## src/rtl/mem_stage_pkg.sv

```systemverilog
// Shared pipeline definitions: bus layouts, mem_op encoding, FSM states.
// Latency: n/a (types and constants only).
// Backpressure: n/a.
// The packed struct layouts define the bus field offsets. The first member
// sits in the MSBs:
//   exe: pc[106:75] alu_result[74:43] store_data[42:11] mem_op[10:6] rd[5:1] reg_we[0]
//   mem: pc[69:38] wb_data[37:6] rd[5:1] reg_we[0]
package mem_stage_pkg;

  localparam int EXE_W_DEF = 107;
  localparam int MEM_W_DEF = 70;

  // Access size. The encoding 11 behaves as a word access.
  typedef enum logic [1:0] {
    SZ_BYTE  = 2'b00,
    SZ_HALF  = 2'b01,
    SZ_WORD  = 2'b10,
    SZ_WORD2 = 2'b11
  } mem_size_e;

  typedef struct packed {
    logic      is_mem;
    logic      we;
    logic      is_unsigned;
    mem_size_e size;
  } mem_op_t;

  typedef struct packed {
    logic [31:0] pc;
    logic [31:0] alu_result;
    logic [31:0] store_data;
    mem_op_t     mem_op;
    logic [4:0]  rd;
    logic        reg_we;
  } exe_bus_t;

  typedef struct packed {
    logic [31:0] pc;
    logic [31:0] wb_data;
    logic [4:0]  rd;
    logic        reg_we;
  } mem_bus_t;

  typedef enum logic [1:0] {
    ST_IDLE = 2'b00,
    ST_REQ  = 2'b01,
    ST_WAIT = 2'b10,
    ST_DONE = 2'b11
  } state_e;

  // The data memory is addressed by word. The low bits only select lanes.
  function automatic logic [31:0] word_addr(input logic [31:0] a);
    return {a[31:2], 2'b00};
  endfunction

endpackage

```

## src/rtl/mem_stage_if.sv

```systemverilog
// Data-memory port: a single request channel (valid/ready) plus a response strobe.
// Latency: n/a (wiring only).
// Backpressure: the memory stalls requests with data_req_ready. Responses have no backpressure.
// master: the memory stage drives the request and receives the response.
// slave : the data memory (or a bench model) receives the request and drives the response.
interface mem_stage_if;
  logic        data_req_valid;
  logic        data_req_ready;
  logic        data_req_we;
  logic [31:0] data_req_addr;
  logic [31:0] data_req_wdata;
  logic [3:0]  data_req_wstrb;
  logic        data_resp_valid;
  logic [31:0] data_resp_rdata;

  modport master (
    output data_req_valid, data_req_we, data_req_addr, data_req_wdata, data_req_wstrb,
    input  data_req_ready, data_resp_valid, data_resp_rdata
  );

  modport slave (
    input  data_req_valid, data_req_we, data_req_addr, data_req_wdata, data_req_wstrb,
    output data_req_ready, data_resp_valid, data_resp_rdata
  );
endinterface

```

## src/rtl/mem_lane_align.sv

```systemverilog
// Byte-lane steering: store data replication and strobes, load lane select and extension.
// Latency: purely combinational.
// Backpressure: none.
// Ports: addr_lo_i (address bits [1:0]), size_i, unsigned_i, store_data_i, rdata_i ->
//        wdata_o, wstrb_o (store side), load_data_o (load side).
module mem_lane_align
  import mem_stage_pkg::*;
(
  input  logic [1:0]  addr_lo_i,
  input  mem_size_e   size_i,
  input  logic        unsigned_i,
  input  logic [31:0] store_data_i,
  input  logic [31:0] rdata_i,
  output logic [31:0] wdata_o,
  output logic [3:0]  wstrb_o,
  output logic [31:0] load_data_o
);

  logic [7:0]  lane_b;
  logic [15:0] lane_h;

  always_comb begin
    wdata_o     = store_data_i;
    wstrb_o     = 4'b1111;
    lane_b      = 8'h00;
    lane_h      = addr_lo_i[1] ? rdata_i[31:16] : rdata_i[15:0];
    load_data_o = rdata_i;

    // Store data is replicated to every lane. The strobes select the lanes that are written.
    case (size_i)
      SZ_BYTE: begin
        wdata_o = {4{store_data_i[7:0]}};
        wstrb_o = 4'b0001 << addr_lo_i;
      end
      SZ_HALF: begin
        wdata_o = {2{store_data_i[15:0]}};
        wstrb_o = 4'b0011 << {addr_lo_i[1], 1'b0};
      end
      default: ;
    endcase

    case (addr_lo_i)
      2'd0:    lane_b = rdata_i[7:0];
      2'd1:    lane_b = rdata_i[15:8];
      2'd2:    lane_b = rdata_i[23:16];
      default: lane_b = rdata_i[31:24];
    endcase

    case (size_i)
      SZ_BYTE: load_data_o = unsigned_i ? {24'h0, lane_b} : {{24{lane_b[7]}}, lane_b};
      SZ_HALF: load_data_o = unsigned_i ? {16'h0, lane_h} : {{16{lane_h[15]}}, lane_h};
      default: load_data_o = rdata_i;
    endcase
  end

endmodule

```

## src/rtl/mem_stage.sv

```systemverilog
// Memory pipeline stage: passes ALU ops through and runs one load/store per op against the data memory.
// Latency: non-memory op 1 cycle; memory op 1 + request stall + response wait + 1 cycles.
// Backpressure: left_ready drops while an op is held and not leaving. At most one memory request is outstanding.
// Ports: clk, reset (async, active-low); exe_ctrl_bus/left_valid/left_ready from execute;
//        mem_ctrl_bus/right_valid/right_ready toward write-back; dmem data-memory master port.
module mem_stage
  import mem_stage_pkg::*;
#(
  parameter int EXE_W = EXE_W_DEF,
  parameter int MEM_W = MEM_W_DEF
) (
  input  logic             clk,
  input  logic             reset,
  input  logic [EXE_W-1:0] exe_ctrl_bus,
  input  logic             left_valid,
  output logic             left_ready,
  output logic [MEM_W-1:0] mem_ctrl_bus,
  output logic             right_valid,
  input  logic             right_ready,
  mem_stage_if.master      dmem
);

  exe_bus_t ex;
  assign ex = exe_bus_t'(exe_ctrl_bus);

  state_e      state_q, state_d;
  logic [31:0] pc_q, pc_d;
  logic [31:0] alu_q, alu_d;
  logic [4:0]  rd_q, rd_d;
  logic        reg_we_q, reg_we_d;
  mem_size_e   size_q, size_d;
  logic        unsigned_q, unsigned_d;
  logic        is_store_q, is_store_d;
  logic [31:0] wb_q, wb_d;
  logic        req_we_q, req_we_d;
  logic [31:0] req_addr_q, req_addr_d;
  logic [31:0] req_wdata_q, req_wdata_d;
  logic [3:0]  req_wstrb_q, req_wstrb_d;

  logic [1:0]  align_lo;
  mem_size_e   align_size;
  logic [31:0] st_wdata;
  logic [3:0]  st_wstrb;
  logic [31:0] ld_data;

  // A single aligner serves both directions. While waiting for the response it
  // sees the latched op for the load path. Otherwise it sees the incoming op, so
  // the store lanes can be registered at the moment the op is accepted.
  assign align_lo   = (state_q == ST_WAIT) ? alu_q[1:0] : ex.alu_result[1:0];
  assign align_size = (state_q == ST_WAIT) ? size_q : ex.mem_op.size;

  mem_lane_align u_align (
    .addr_lo_i    (align_lo),
    .size_i       (align_size),
    .unsigned_i   (unsigned_q),
    .store_data_i (ex.store_data),
    .rdata_i      (dmem.data_resp_rdata),
    .wdata_o      (st_wdata),
    .wstrb_o      (st_wstrb),
    .load_data_o  (ld_data)
  );

  always_ff @(posedge clk or negedge reset) begin
    if (!reset) state_q <= ST_IDLE;
    else        state_q <= state_d;
  end

  always_comb begin
    state_d     = state_q;
    pc_d        = pc_q;
    alu_d       = alu_q;
    rd_d        = rd_q;
    reg_we_d    = reg_we_q;
    size_d      = size_q;
    unsigned_d  = unsigned_q;
    is_store_d  = is_store_q;
    wb_d        = wb_q;
    req_we_d    = req_we_q;
    req_addr_d  = req_addr_q;
    req_wdata_d = req_wdata_q;
    req_wstrb_d = req_wstrb_q;
    left_ready  = 1'b0;

    case (state_q)
      ST_IDLE: left_ready = 1'b1;
      ST_REQ:  if (dmem.data_req_ready) state_d = ST_WAIT;
      ST_WAIT: begin
        // Responses are honoured only here, so a stray or late ack cannot complete an op.
        if (dmem.data_resp_valid) begin
          state_d = ST_DONE;
          wb_d    = is_store_q ? alu_q : ld_data;
        end
      end
      ST_DONE: begin
        if (right_ready) begin
          left_ready = 1'b1;
          state_d    = ST_IDLE;
        end
      end
      default: state_d = ST_IDLE;
    endcase

    // Accepting a new op overrides the exit to IDLE. This gives back-to-back flow from DONE.
    if (left_valid && left_ready) begin
      pc_d       = ex.pc;
      alu_d      = ex.alu_result;
      rd_d       = ex.rd;
      reg_we_d   = ex.reg_we;
      size_d     = ex.mem_op.size;
      unsigned_d = ex.mem_op.is_unsigned;
      is_store_d = ex.mem_op.we;
      wb_d       = ex.alu_result;
      if (ex.mem_op.is_mem) begin
        state_d     = ST_REQ;
        req_we_d    = ex.mem_op.we;
        req_addr_d  = word_addr(ex.alu_result);
        req_wdata_d = ex.mem_op.we ? st_wdata : 32'h0;
        req_wstrb_d = ex.mem_op.we ? st_wstrb : 4'h0;
      end else begin
        state_d = ST_DONE;
      end
    end
  end

  always_ff @(posedge clk or negedge reset) begin
    if (!reset) begin
      pc_q        <= '0;
      alu_q       <= '0;
      rd_q        <= '0;
      reg_we_q    <= 1'b0;
      size_q      <= SZ_BYTE;
      unsigned_q  <= 1'b0;
      is_store_q  <= 1'b0;
      wb_q        <= '0;
      req_we_q    <= 1'b0;
      req_addr_q  <= '0;
      req_wdata_q <= '0;
      req_wstrb_q <= '0;
    end else begin
      pc_q        <= pc_d;
      alu_q       <= alu_d;
      rd_q        <= rd_d;
      reg_we_q    <= reg_we_d;
      size_q      <= size_d;
      unsigned_q  <= unsigned_d;
      is_store_q  <= is_store_d;
      wb_q        <= wb_d;
      req_we_q    <= req_we_d;
      req_addr_q  <= req_addr_d;
      req_wdata_q <= req_wdata_d;
      req_wstrb_q <= req_wstrb_d;
    end
  end

  assign right_valid         = (state_q == ST_DONE);
  assign mem_ctrl_bus        = {pc_q, wb_q, rd_q, reg_we_q};
  assign dmem.data_req_valid = (state_q == ST_REQ);
  assign dmem.data_req_we    = req_we_q;
  assign dmem.data_req_addr  = req_addr_q;
  assign dmem.data_req_wdata = req_wdata_q;
  assign dmem.data_req_wstrb = req_wstrb_q;

endmodule

```

## src/flat_wrapper.sv

```systemverilog
// flat-port wrapper written by rule: the top's interface ports become plain ports
module mem_stage_flat import mem_stage_pkg::*;
#(
  parameter int EXE_W = EXE_W_DEF,
  parameter int MEM_W = MEM_W_DEF
)
  (clk, reset, exe_ctrl_bus, left_valid, left_ready, mem_ctrl_bus, right_valid, right_ready, dmem_data_req_valid, dmem_data_req_we, dmem_data_req_addr, dmem_data_req_wdata, dmem_data_req_wstrb, dmem_data_req_ready, dmem_data_resp_valid, dmem_data_resp_rdata);
  mem_stage_if dmem_i ();
  input  logic clk;
  input  logic reset;
  input  logic [EXE_W-1:0] exe_ctrl_bus;
  input  logic left_valid;
  output logic left_ready;
  output logic [MEM_W-1:0] mem_ctrl_bus;
  output logic right_valid;
  input  logic right_ready;
  output wire logic [$bits(dmem_i.data_req_valid)-1:0] dmem_data_req_valid;
  output wire logic [$bits(dmem_i.data_req_we)-1:0] dmem_data_req_we;
  output wire logic [$bits(dmem_i.data_req_addr)-1:0] dmem_data_req_addr;
  output wire logic [$bits(dmem_i.data_req_wdata)-1:0] dmem_data_req_wdata;
  output wire logic [$bits(dmem_i.data_req_wstrb)-1:0] dmem_data_req_wstrb;
  input wire logic [$bits(dmem_i.data_req_ready)-1:0] dmem_data_req_ready;
  input wire logic [$bits(dmem_i.data_resp_valid)-1:0] dmem_data_resp_valid;
  input wire logic [$bits(dmem_i.data_resp_rdata)-1:0] dmem_data_resp_rdata;
  assign dmem_data_req_valid = dmem_i.data_req_valid;
  assign dmem_data_req_we = dmem_i.data_req_we;
  assign dmem_data_req_addr = dmem_i.data_req_addr;
  assign dmem_data_req_wdata = dmem_i.data_req_wdata;
  assign dmem_data_req_wstrb = dmem_i.data_req_wstrb;
  assign dmem_i.data_req_ready = dmem_data_req_ready;
  assign dmem_i.data_resp_valid = dmem_data_resp_valid;
  assign dmem_i.data_resp_rdata = dmem_data_resp_rdata;
  mem_stage #(.EXE_W(EXE_W), .MEM_W(MEM_W)) u_core (.clk(clk), .reset(reset), .exe_ctrl_bus(exe_ctrl_bus), .left_valid(left_valid), .left_ready(left_ready), .mem_ctrl_bus(mem_ctrl_bus), .right_valid(right_valid), .right_ready(right_ready), .dmem(dmem_i));
endmodule
```

## config.mk

```make
export PLATFORM = sky130hd
export DESIGN_NAME = mem_stage_flat
export DESIGN_NICKNAME = d
export VERILOG_FILES = /design/src/rtl/mem_stage_pkg.sv /design/src/rtl/mem_stage_if.sv /design/src/rtl/mem_lane_align.sv /design/src/rtl/mem_stage.sv /design/src/flat_wrapper.sv
export SDC_FILE = /design/constraint.sdc
export NUM_CORES = 1
export LEC_CHECK = 0
export ABC_CLOCK_PERIOD_IN_PS = 2400
export CORE_AREA = 3 3 146 148
export DETAILED_ROUTE_END_ITERATION = 10
export DIE_AREA = 0 0 149 151
export HOLD_SLACK_MARGIN = 0.05
export PLACE_DENSITY = 0.76
export SLEW_MARGIN = 25
export SYNTH_ARGS = -nofsm -noshare
export SYNTH_HDL_FRONTEND = slang
export SYNTH_SLANG_ARGS = --single-unit
```

## constraint.sdc

```tcl
create_clock -name clk -period 2.4 [get_ports clk]
set_input_delay 0.36 -clock clk [delete_from_list [all_inputs] [get_ports clk]]
set_output_delay 0.36 -clock clk [all_outputs]
set_load 0.1 [all_outputs]
```

After elaboration in Yosys (flattened, before gate mapping)
Index checks and enable logic that the tools add are counted.
{"block": "totals", "word_cells": 57, "in_bits": 145, "output_inout_bits": 142, "latchBits": 0, "mem_count": 0, "rom_bits": 0, "ff_bits": 175, "mem_bits_rw": 0}
{"block": "op_classes", "n_div": 0, "multipliers": 0, "reduce_logical": 10, "eq_ne": 9, "n_shift": 2, "bitwise_logic": 0, "mux": 23, "n_lt_le_gt_ge": 0, "n_addsub": 0}
{"cell": "32-bit 2-to-1 mux", "count": 7}
{"cell": "32-bit case mux with 2 select lines", "count": 2}
{"cell": "8-bit case mux with 3 select lines", "count": 1}
{"cell": "16-bit 2-to-1 mux", "count": 1}
{"cell": "2-bit 2-to-1 mux", "count": 7}
{"cell": "4-bit case mux with 2 select lines", "count": 1}
{"cell": "2-bit by 1-bit equality test with 1-bit output, second input constant", "count": 3}
{"cell": "2-bit equality test, second input constant", "count": 3}
{"cell": "2-bit logical NOT", "count": 3}
{"cell": "3-bit by 1-bit inequality test with 1-bit output, second input constant", "count": 2}
{"cell": "2-bit case mux with 3 select lines", "count": 1}
{"cell": "4-bit 2-to-1 mux", "count": 1}
{"cell": "2-bit AND reduction", "count": 2}
{"cell": "4-bit AND reduction", "count": 1}
{"cell": "2-bit nonzero test", "count": 2}
{"cell": "4-bit nonzero test", "count": 1}
{"cell": "1-bit by 2-bit left shift with 4-bit output, first input constant", "count": 1}
{"cell": "2-bit by 2-bit left shift with 4-bit output, first input constant", "count": 1}
{"cell": "3-bit inequality test, second input constant", "count": 1}
{"cell": "1-bit case mux with 2 select lines", "count": 1}
{"cell": "1-bit logical AND", "count": 1}
{"cell": "1-bit 2-to-1 mux", "count": 1}

Logic depth before layout (Yosys ltp)
Gate-level depths: netlist (run 1).
{"block": "depth", "depth_word": 10, "depth_mapped": 10, "ltp_nobuf": 7}

Hierarchy
Synthesis (run 1) repeated with hierarchy kept, for this count alone.
{"block": "unflattened", "cells_unflattened": 912, "hier_area_um2": 8485.6}
{"module": "mem_stage", "instances": 1, "area_each_um2": 7302.0, "cells_per_inst": 742, "seq_area_each_um2": 4379.2}
{"module": "mem_lane_align", "instances": 1, "area_each_um2": 1183.6, "cells_per_inst": 170, "seq_area_each_um2": 0.0}

Worst setup path before layout (run 1)
Ideal clock, no wire load.
{"block": "synth_path", "kind": "register to register", "start": "reg u_core.state_q[0]", "end": "reg u_core.pc_q[0]", "period_less_slack_ps": 3831, "arrival_time_ps": 3712, "required_ps": 2280, "slack_ps": -1431, "path_buffers": 2, "path_stages_with_launch": 9, "setup_ps": 120, "path_cell_list": "dfrtp_1 > ha_1 > a21oi_1 > nor2_1 > nand2_1 > clkbuf_1 > buf_1 > nand2_1 > nand2_1"}
{"block": "synth_between", "elab_chain_len": 3, "word_cells_on_any_way": 4, "cone_classes": "eq/ne: 1; mux: 1; reduce/logical: 2"}
{"element": "start, declared", "line_no": "mem_stage.sv:26", "text": "state_e state_q, state_d;"}
{"element": "start signal, assigned", "line_no": "mem_stage.sv:65", "text": "else state_q <= state_d;"}
{"element": "2-bit equality test"}
{"element": "via right_valid", "line_no": "flat_wrapper.sv:15", "text": "output logic right_valid;"}
{"element": "1-bit case mux with 2 select lines", "line_no": "mem_stage.sv:84", "text": "case (state_q)"}
{"element": "via left_ready", "line_no": "flat_wrapper.sv:13", "text": "output logic left_ready;"}
{"element": "1-bit logical AND", "line_no": "mem_stage.sv:104", "text": "if (left_valid && left_ready) begin"}
{"element": "end signal, assigned", "line_no": "mem_stage.sv:140", "text": "pc_q <= pc_d;"}
{"element": "end, declared", "line_no": "mem_stage.sv:27", "text": "logic [31:0] pc_q, pc_d;"}
The timed path passes the listed nets, and every way through them passes these cells.
A chain may end at the register's enable or synchronous reset.

Worst setup path after layout (run 1)
{"block": "layout_path", "start": "reg u_core.state_q[0]", "end": "reg u_core.wb_q[12]"}
{"block": "layout_between", "elab_chain_len": 10, "word_cells_on_any_way": 24, "cone_classes": "eq/ne: 5; mux: 12; reduce/logical: 7"}
{"element": "2-bit equality test", "line_no": "mem_stage.sv:49, mem_stage.sv:50, mem_stage.sv:84"}
{"element": "2-bit 2-to-1 mux", "line_no": "mem_stage.sv:49", "text": "assign align_lo = (state_q == ST_WAIT) ? alu_q[1:0] : ex.alu_result[1:0];"}
{"element": "2-bit equality test, or another cell as far along", "line_no": "mem_lane_align.sv:42", "text": "case (addr_lo_i)"}
{"element": "8-bit case mux with 3 select lines", "line_no": "mem_lane_align.sv:42"}
{"element": "32-bit 2-to-1 mux", "line_no": "mem_lane_align.sv:50", "text": "SZ_BYTE: load_data_o = unsigned_i ? {24'h0, lane_b} : {{24{lane_b[7]}}, lane_b};"}
{"element": "32-bit case mux with 2 select lines", "line_no": "mem_lane_align.sv:49", "text": "case (size_i)"}
{"element": "32-bit 2-to-1 mux", "line_no": "mem_stage.sv:91", "text": "wb_d = is_store_q ? alu_q : ld_data;"}
{"element": "32-bit 2-to-1 mux", "line_no": "mem_stage.sv:89", "text": "if (dmem.data_resp_valid) begin"}
{"element": "32-bit 2-to-1 mux", "line_no": "mem_stage.sv:84"}
{"element": "32-bit 2-to-1 mux", "line_no": "mem_stage.sv:104"}
{"element": "end signal, assigned", "line_no": "mem_stage.sv:147", "text": "wb_q <= wb_d;"}
{"element": "end, declared", "line_no": "mem_stage.sv:34", "text": "logic [31:0] wb_q, wb_d;"}
Several ways; a longest one is shown, not always the timed one. The select of a mux whose other input is x is not followed.

==> results of run 1 <==
## what timing repair did
item / in CTS / in global routing
pin swaps: 0 / 9
endpoints found under the hold margin: 55 / 0
hold buffers: 1 / 0
cloned: 0 / 4
setup buffers: 0 / 4
resized for setup: 10 / 41
endpoints found under the setup margin: 21 / 39
## flip-flops by register name (all words and copies together), names as in the netlist, 2 cells and up
register,count
u_core.dmem.data_req_wdata,32
u_core.size_q,2
u_core.state_q,2
u_core.dmem.data_req_wstrb,4
u_core.alu_q,32
u_core.rd_q,5
u_core.dmem.data_req_addr,30
u_core.pc_q,32
u_core.wb_q,32
## cell families after synthesis
family / after synthesis / synth area share
adder cells (fa/ha/maj): 4 / 0.006055
AND/OR/NAND/NOR: 314 / 0.1509
other: 1 / 0.0004537
multiplexers: 55 / 0.07478
buffers and inverters: 78 / 0.04102
flip-flops: 175 / 0.5298
AO/OA/AOI/OAI: 234 / 0.1969
## routing by layer
layer  GRT usage  vias to the layer above  share of wire
li1            -                     3622              -
met1      0.3162                     3825           0.42
met2      0.3849                      395           0.48
met3     0.05865                       35          0.084
met4     0.06087                        0          0.019
met5           0                        -              0
## worst reg2reg max path, stage by stage (launching register included)
cell       delay, ns
dfrtp_1         0.39
inv_2           0.09
ha_4            0.16
buf_6           0.13
or3b_4          0.40
and2_4          0.16
a2111oi_4       0.34
buf_6           0.19
clkbuf_16       0.16
a211oi_1        0.10
o211ai_1        0.17
## layout make-up
class	count	share of cell area
clock inverters	13	0.01434
multi-input cells	609	0.3080
inverters	13	0.003967
flip-flops and latches	175	0.3560
repair buffers	337	0.2542
well taps	270	0.02746
clock buffers	19	0.03601
## through the flow
step | area (um^2) | TNS (ns)
finish | 12300 | 0
global route | 12300 | -0.6467
CTS | 11990 | 0
detailed placement | 11330 | -1.716
global placement | 11330 | -1.578
floorplan | 8289 | 0
## final timing paths
| check | from | endpoint | slack, ns | depth (start not counted) |
|---|---|---|---|---|
| min in group asynchronous | reset | u_core.pc_q[10] | 0.49 | 2 |
| worst max register to register | u_core.state_q[0] | u_core.wb_q[12] | 0.04 | 10 |
| worst min register to register | u_core.pc_q[10] | u_core.pc_q[10] | 0.48 | 2 |
| worst max-delay path | u_core.state_q[0] | u_core.wb_q[12] | 0.04 | 10 |
| max in group asynchronous | reset | u_core.alu_q[6] | 1.18 | 3 |
| worst min-delay path | exe_ctrl_bus[100] | u_core.pc_q[25] | 0.46 | 3 |
## placed cells by master, fill, tap and decap left out, types with 8 or more instances in the layout
cell,n
nand2_1,266
dfrtp_1,175
buf_4,172
clkdlybuf4s50_1,143
o21ai_0,60
mux2_2,41
o211ai_1,22
clkbuf_16,20
a21oi_1,19
a22o_1,18
a22oi_1,17
a211o_1,15
o21ai_1,13
buf_12,13
nor2_1,12
mux2i_1,12
inv_1,11
nand3_1,11
a221o_1,8
a31oi_1,8
==> impl_metrics.env, run 1 <==
export IMPL_status="finished, final reports clean"
export IMPL_drive_gt1_frac=0.2599
export IMPL_period_share=0.9853
export IMPL_ys_async_sr_fraction=1.000
export IMPL_start_util=0.4098
export IMPL_start_kind="flip-flop"
export IMPL_vias_per_cell=5.485
export IMPL_dieArea_um2=22500
export IMPL_whs_ns=0.4580
export IMPL_regArea_um2=4379
export IMPL_seq_area_frac_synth=0.5298
export IMPL_synth_edff_count=0
export IMPL_slew_headroom=0.5381
export IMPL_cts_tree="built"
export IMPL_wl_um=27810
export IMPL_finalNonFillerCells=1436
export IMPL_synth_warnings=0
export IMPL_final_util=0.6099
export IMPL_synth_cell_types=48
export IMPL_synthFlopType="dfrtp_1"
export IMPL_drtPass1Iterations=8
export IMPL_gp_congestion=0.8725
export IMPL_die_w_um=149
export IMPL_skew_ns=0.01150
export IMPL_crit_type="flip-flop to flip-flop"
export IMPL_grt_overflow=0
export IMPL_ys_seq_elements=175
export IMPL_fin_ws_ns=0.03516
export IMPL_setup_viol=0
export IMPL_vias=7877
export IMPL_clock_sinks=175
export IMPL_maxCapViolCount=0
export IMPL_die_h_um=151
export IMPL_clock_latency_ns=0.43
export IMPL_critPathMaxFanout=6
export IMPL_grt_pass1_vias=7496
export IMPL_rows=52
export IMPL_syn_area_um2=8265
export IMPL_cts_clk_slew_worst_paths_ns=0.07
export IMPL_rsz0062_at_grt="true"
export IMPL_cp_buffers_inverters=4
export IMPL_wl_per_cell_um=19.36
export IMPL_ys_top_cells_by_area="dfrtp_1, nand2_1, mux2_2"
export IMPL_io_buffers=284
export IMPL_syn2layout_area_growth_pct=48.82
export IMPL_synth_top_cell_area_share=0.5298
export IMPL_antenna_found_initial=0
export IMPL_post_dp_hpwl_um=19330
export IMPL_worstMarginPinSlew_ns=0.6928
export IMPL_antenna_left=0
export IMPL_grtUsageTotal=0.2355
export IMPL_required_ns=2.74
export IMPL_num_antenna_cells=0
export IMPL_yosys_top_cells_count="nand2_1, dfrtp_1, o21ai_0, clkbuf_1, mux2_2"
export IMPL_syn_inst=861
export IMPL_max_stage_delay_ns=0.40
export IMPL_drcViolationCount=0
export IMPL_numCtsBuffers=17
export IMPL_crit_path_end_kind="flip-flop"
export IMPL_post_place_ws_ns=-0.1433
export IMPL_max_freq_mhz=422.9
export IMPL_ctsLongestPathBuffers=2
export IMPL_cpMaxStageDelayCell="or3b_4"
export IMPL_grt_pass1_wl_um=41810
export IMPL_cts_root_buffer="clkbuf_16"
export IMPL_dr_first_iter_drc_count=589
export IMPL_drv_slew=0
export IMPL_nFillCells=1689
export IMPL_grt_max_degree=64
export IMPL_synth_top_cell_by_area="dfrtp_1"
export IMPL_path_cells="inv_2 -> ha_4 -> buf_6 -> or3b_4 -> and2_4 -> a2111oi_4 -> buf_6 -> clkbuf_16 -> a211oi_1 -> o211ai_1"
export IMPL_h_tree_depth=4
export IMPL_multi_input_area_um2=3789
export IMPL_critical_path_most_common_cell="buf_6"
export IMPL_dp_cells=1395
export IMPL_syn_area_per_cell_um2=9.600
export IMPL_hp_class="input pin to flip-flop"
export IMPL_yosysMostFrequentCell="nand2_1"
export IMPL_pin_count=287
export IMPL_period_needed_ns=2.365
export IMPL_hold_viol=0
export IMPL_nets=1302
export IMPL_coreArea_um2=20170
export IMPL_worst_ep_arrival_time_ns=2.71
export IMPL_critical_path_top_delay_family="compound AO/OA/AOI/OAI gates"
Power of run 1 is left out: the tool's default activity adds up to more than one toggle a clock period on the data nets, which glitch-free logic cannot reach.
==> run 2, diff against run 1 <==
--- a/config.mk
+++ b/config.mk
@@ -6,9 +6,9 @@
 export NUM_CORES = 1
 export LEC_CHECK = 0
 export ABC_CLOCK_PERIOD_IN_PS = 2400
-export CORE_AREA = 3 3 146 148
+export CORE_AREA = 5 5 148 150
 export DETAILED_ROUTE_END_ITERATION = 10
-export DIE_AREA = 0 0 149 151
+export DIE_AREA = 0 0 153 155
 export HOLD_SLACK_MARGIN = 0.05
 export PLACE_DENSITY = 0.76
 export SLEW_MARGIN = 25
==> run 2 against run 1 <==
  * Register-to-register slack improved by 0.04 ns
  * Global-route usage fell by 0.92 points
  * Worst hold slack got worse by 0.013 ns
  * Final area fell by 2.7%
  * Critical path type unchanged
  * Highest routed layer unchanged
==> impl_metrics.env, run 2 (synthesis gave the netlist of run 1 again) <==
export IMPL_crit_path_end_kind="flip-flop"
export IMPL_nFillCells=1789
export IMPL_fin_setup_tns_ns=0
export IMPL_regArea_um2=4379
export IMPL_required_ns=2.73
export IMPL_syn2layout_area_growth_pct=44.75
export IMPL_clock_latency_ns=0.42
export IMPL_grt_pass1_vias=7765
export IMPL_vias_per_cell=5.362
export IMPL_coreArea_um2=20560
export IMPL_grt_max_degree=67
export IMPL_antenna_found_initial=0
export IMPL_maxCapViolCount=0
export IMPL_vias=7678
export IMPL_start_util=0.4021
export IMPL_post_dp_hpwl_um=20190
export IMPL_wl_per_cell_um=19.11
export IMPL_die_h_um=155
export IMPL_worst_ep_arrival_time_ns=2.66
export IMPL_ctsLongestPathBuffers=2
export IMPL_drive_gt1_frac=0.2437
export IMPL_hold_viol=0
export IMPL_rsz0062_at_grt="true"
export IMPL_cts_clk_slew_worst_paths_ns=0.07
export IMPL_max_freq_mhz=430.1
export IMPL_gp_congestion=0.8859
export IMPL_dieArea_um2=23720
export IMPL_grtUsageTotal=0.2263
export IMPL_path_cells="inv_1 -> ha_4 -> buf_4 -> mux2_2 -> nor2_2 -> a2111oi_0 -> o21ai_0"
export IMPL_dp_cells=1398
export IMPL_use_met2=0.3612
export IMPL_grt_pass1_wl_um=43150
export IMPL_io_buffers=284
export IMPL_rows=53
export IMPL_setup_viol=0
export IMPL_use_met1=0.2995
export IMPL_die_w_um=153
export IMPL_crit_type="flip-flop to flip-flop"
export IMPL_final_cell_mix="nand2_1, dfrtp_1, buf_4, clkdlybuf4s50_1, o21ai_0"
export IMPL_skew_ns=0.008931
export IMPL_grt_overflow=0
export IMPL_placed_area_um2=11290
export IMPL_antenna_left=0
export IMPL_cpMaxStageDelayCell="nor2_2"
export IMPL_slew_headroom=0.4726
export IMPL_final_common_cell="nand2_1"
export IMPL_finalInstanceArea_um2=11960
export IMPL_numCtsBuffers=17
export IMPL_drtPass1Iterations=5
export IMPL_dr_first_iter_drc_count=529
export IMPL_start_kind="flip-flop"
export IMPL_clock_sinks=175
export IMPL_status="finished, final reports clean"
export IMPL_met3_usage=0.06481
export IMPL_drcViolationCount=0
export IMPL_nets=1293
export IMPL_critPathMaxFanout=15
export IMPL_num_antenna_cells=0
export IMPL_pin_count=287
export IMPL_h_tree_depth=4
export IMPL_grt_busiest_layer="met2"
export IMPL_drv_slew=0
export IMPL_multi_input_area_um2=3669
export IMPL_period_needed_ns=2.325
export IMPL_max_stage_delay_ns=0.63
export IMPL_cts_root_buffer="clkbuf_16"
export IMPL_period_share=0.9687
export IMPL_worstMarginPinSlew_ns=0.7903
export IMPL_wl_um=27370
export IMPL_hp_class="input pin to async pin"
export IMPL_finalNonFillerCells=1432
export IMPL_cts_tree="built"
==> run 2: worst max-delay path: cells and delay by family (launching register included) <==
kind,cells,cell delay [ns]
AOI/OAI and AO/OA,2,0.38
muxes,1,0.37
and+or+nand+nor,1,0.63
adders and majority gates,1,0.19
DFF,1,0.38
buffers and inverters,2,0.29
==> run 2: timing repair <==
action / in CTS / in global routing
setup buffers: 0 / 1
gates resized for setup: 5 / 24
endpoints found under the setup margin: 21 / 27
hold endpoints to repair: 54 / 0
hold buffers: 1 / 0
==> run 2: per-layer routing <==
metal,share of wire,up-vias
met5,0,-
met1,0.42,3661
li1,-,3586
met3,0.088,45
met2,0.47,386
met4,0.023,0
==> run 2: through the flow <==
stage          setup slack, ns  utilization  hold WS, ns
6_report               0.07503       0.5820       0.4454
3_3_place_gp           -0.1038       0.5491       0.3564
4_1_cts              0.0004976       0.5777       0.4473
3_5_place_dp           -0.2354       0.5491       0.3567
5_1_grt               -0.02119       0.5820       0.4591
2_1_floorplan        0.0004892            -      0.06441
==> run 2: final cells by class <==
class / count / share of cell area
sequential: 175 / 0.3660
tap: 275 / 0.02876
timing repair buffer: 328 / 0.2468
clock inverter: 14 / 0.01098
clock buffer: 18 / 0.03671
inverter: 13 / 0.004079
multi-input combinational: 609 / 0.3066
==> run 2: final timing paths <==
check	slack, ns	to	cells past startpoint	from
hold / removal	0.45	u_core.dmem.data_req_addr[22]	2	reset
min in group clk	0.46	u_core.pc_q[26]	3	exe_ctrl_bus[101]
setup reg to reg	0.08	u_core.wb_q[16]	7	u_core.state_q[0]
setup / recovery	0.08	u_core.wb_q[16]	7	u_core.state_q[0]
max in group asynchronous	1.20	u_core.dmem.data_req_wdata[22]	3	reset
hold reg to reg	0.47	u_core.alu_q[4]	2	u_core.alu_q[4]
Power of run 2 is left out for the same reason.
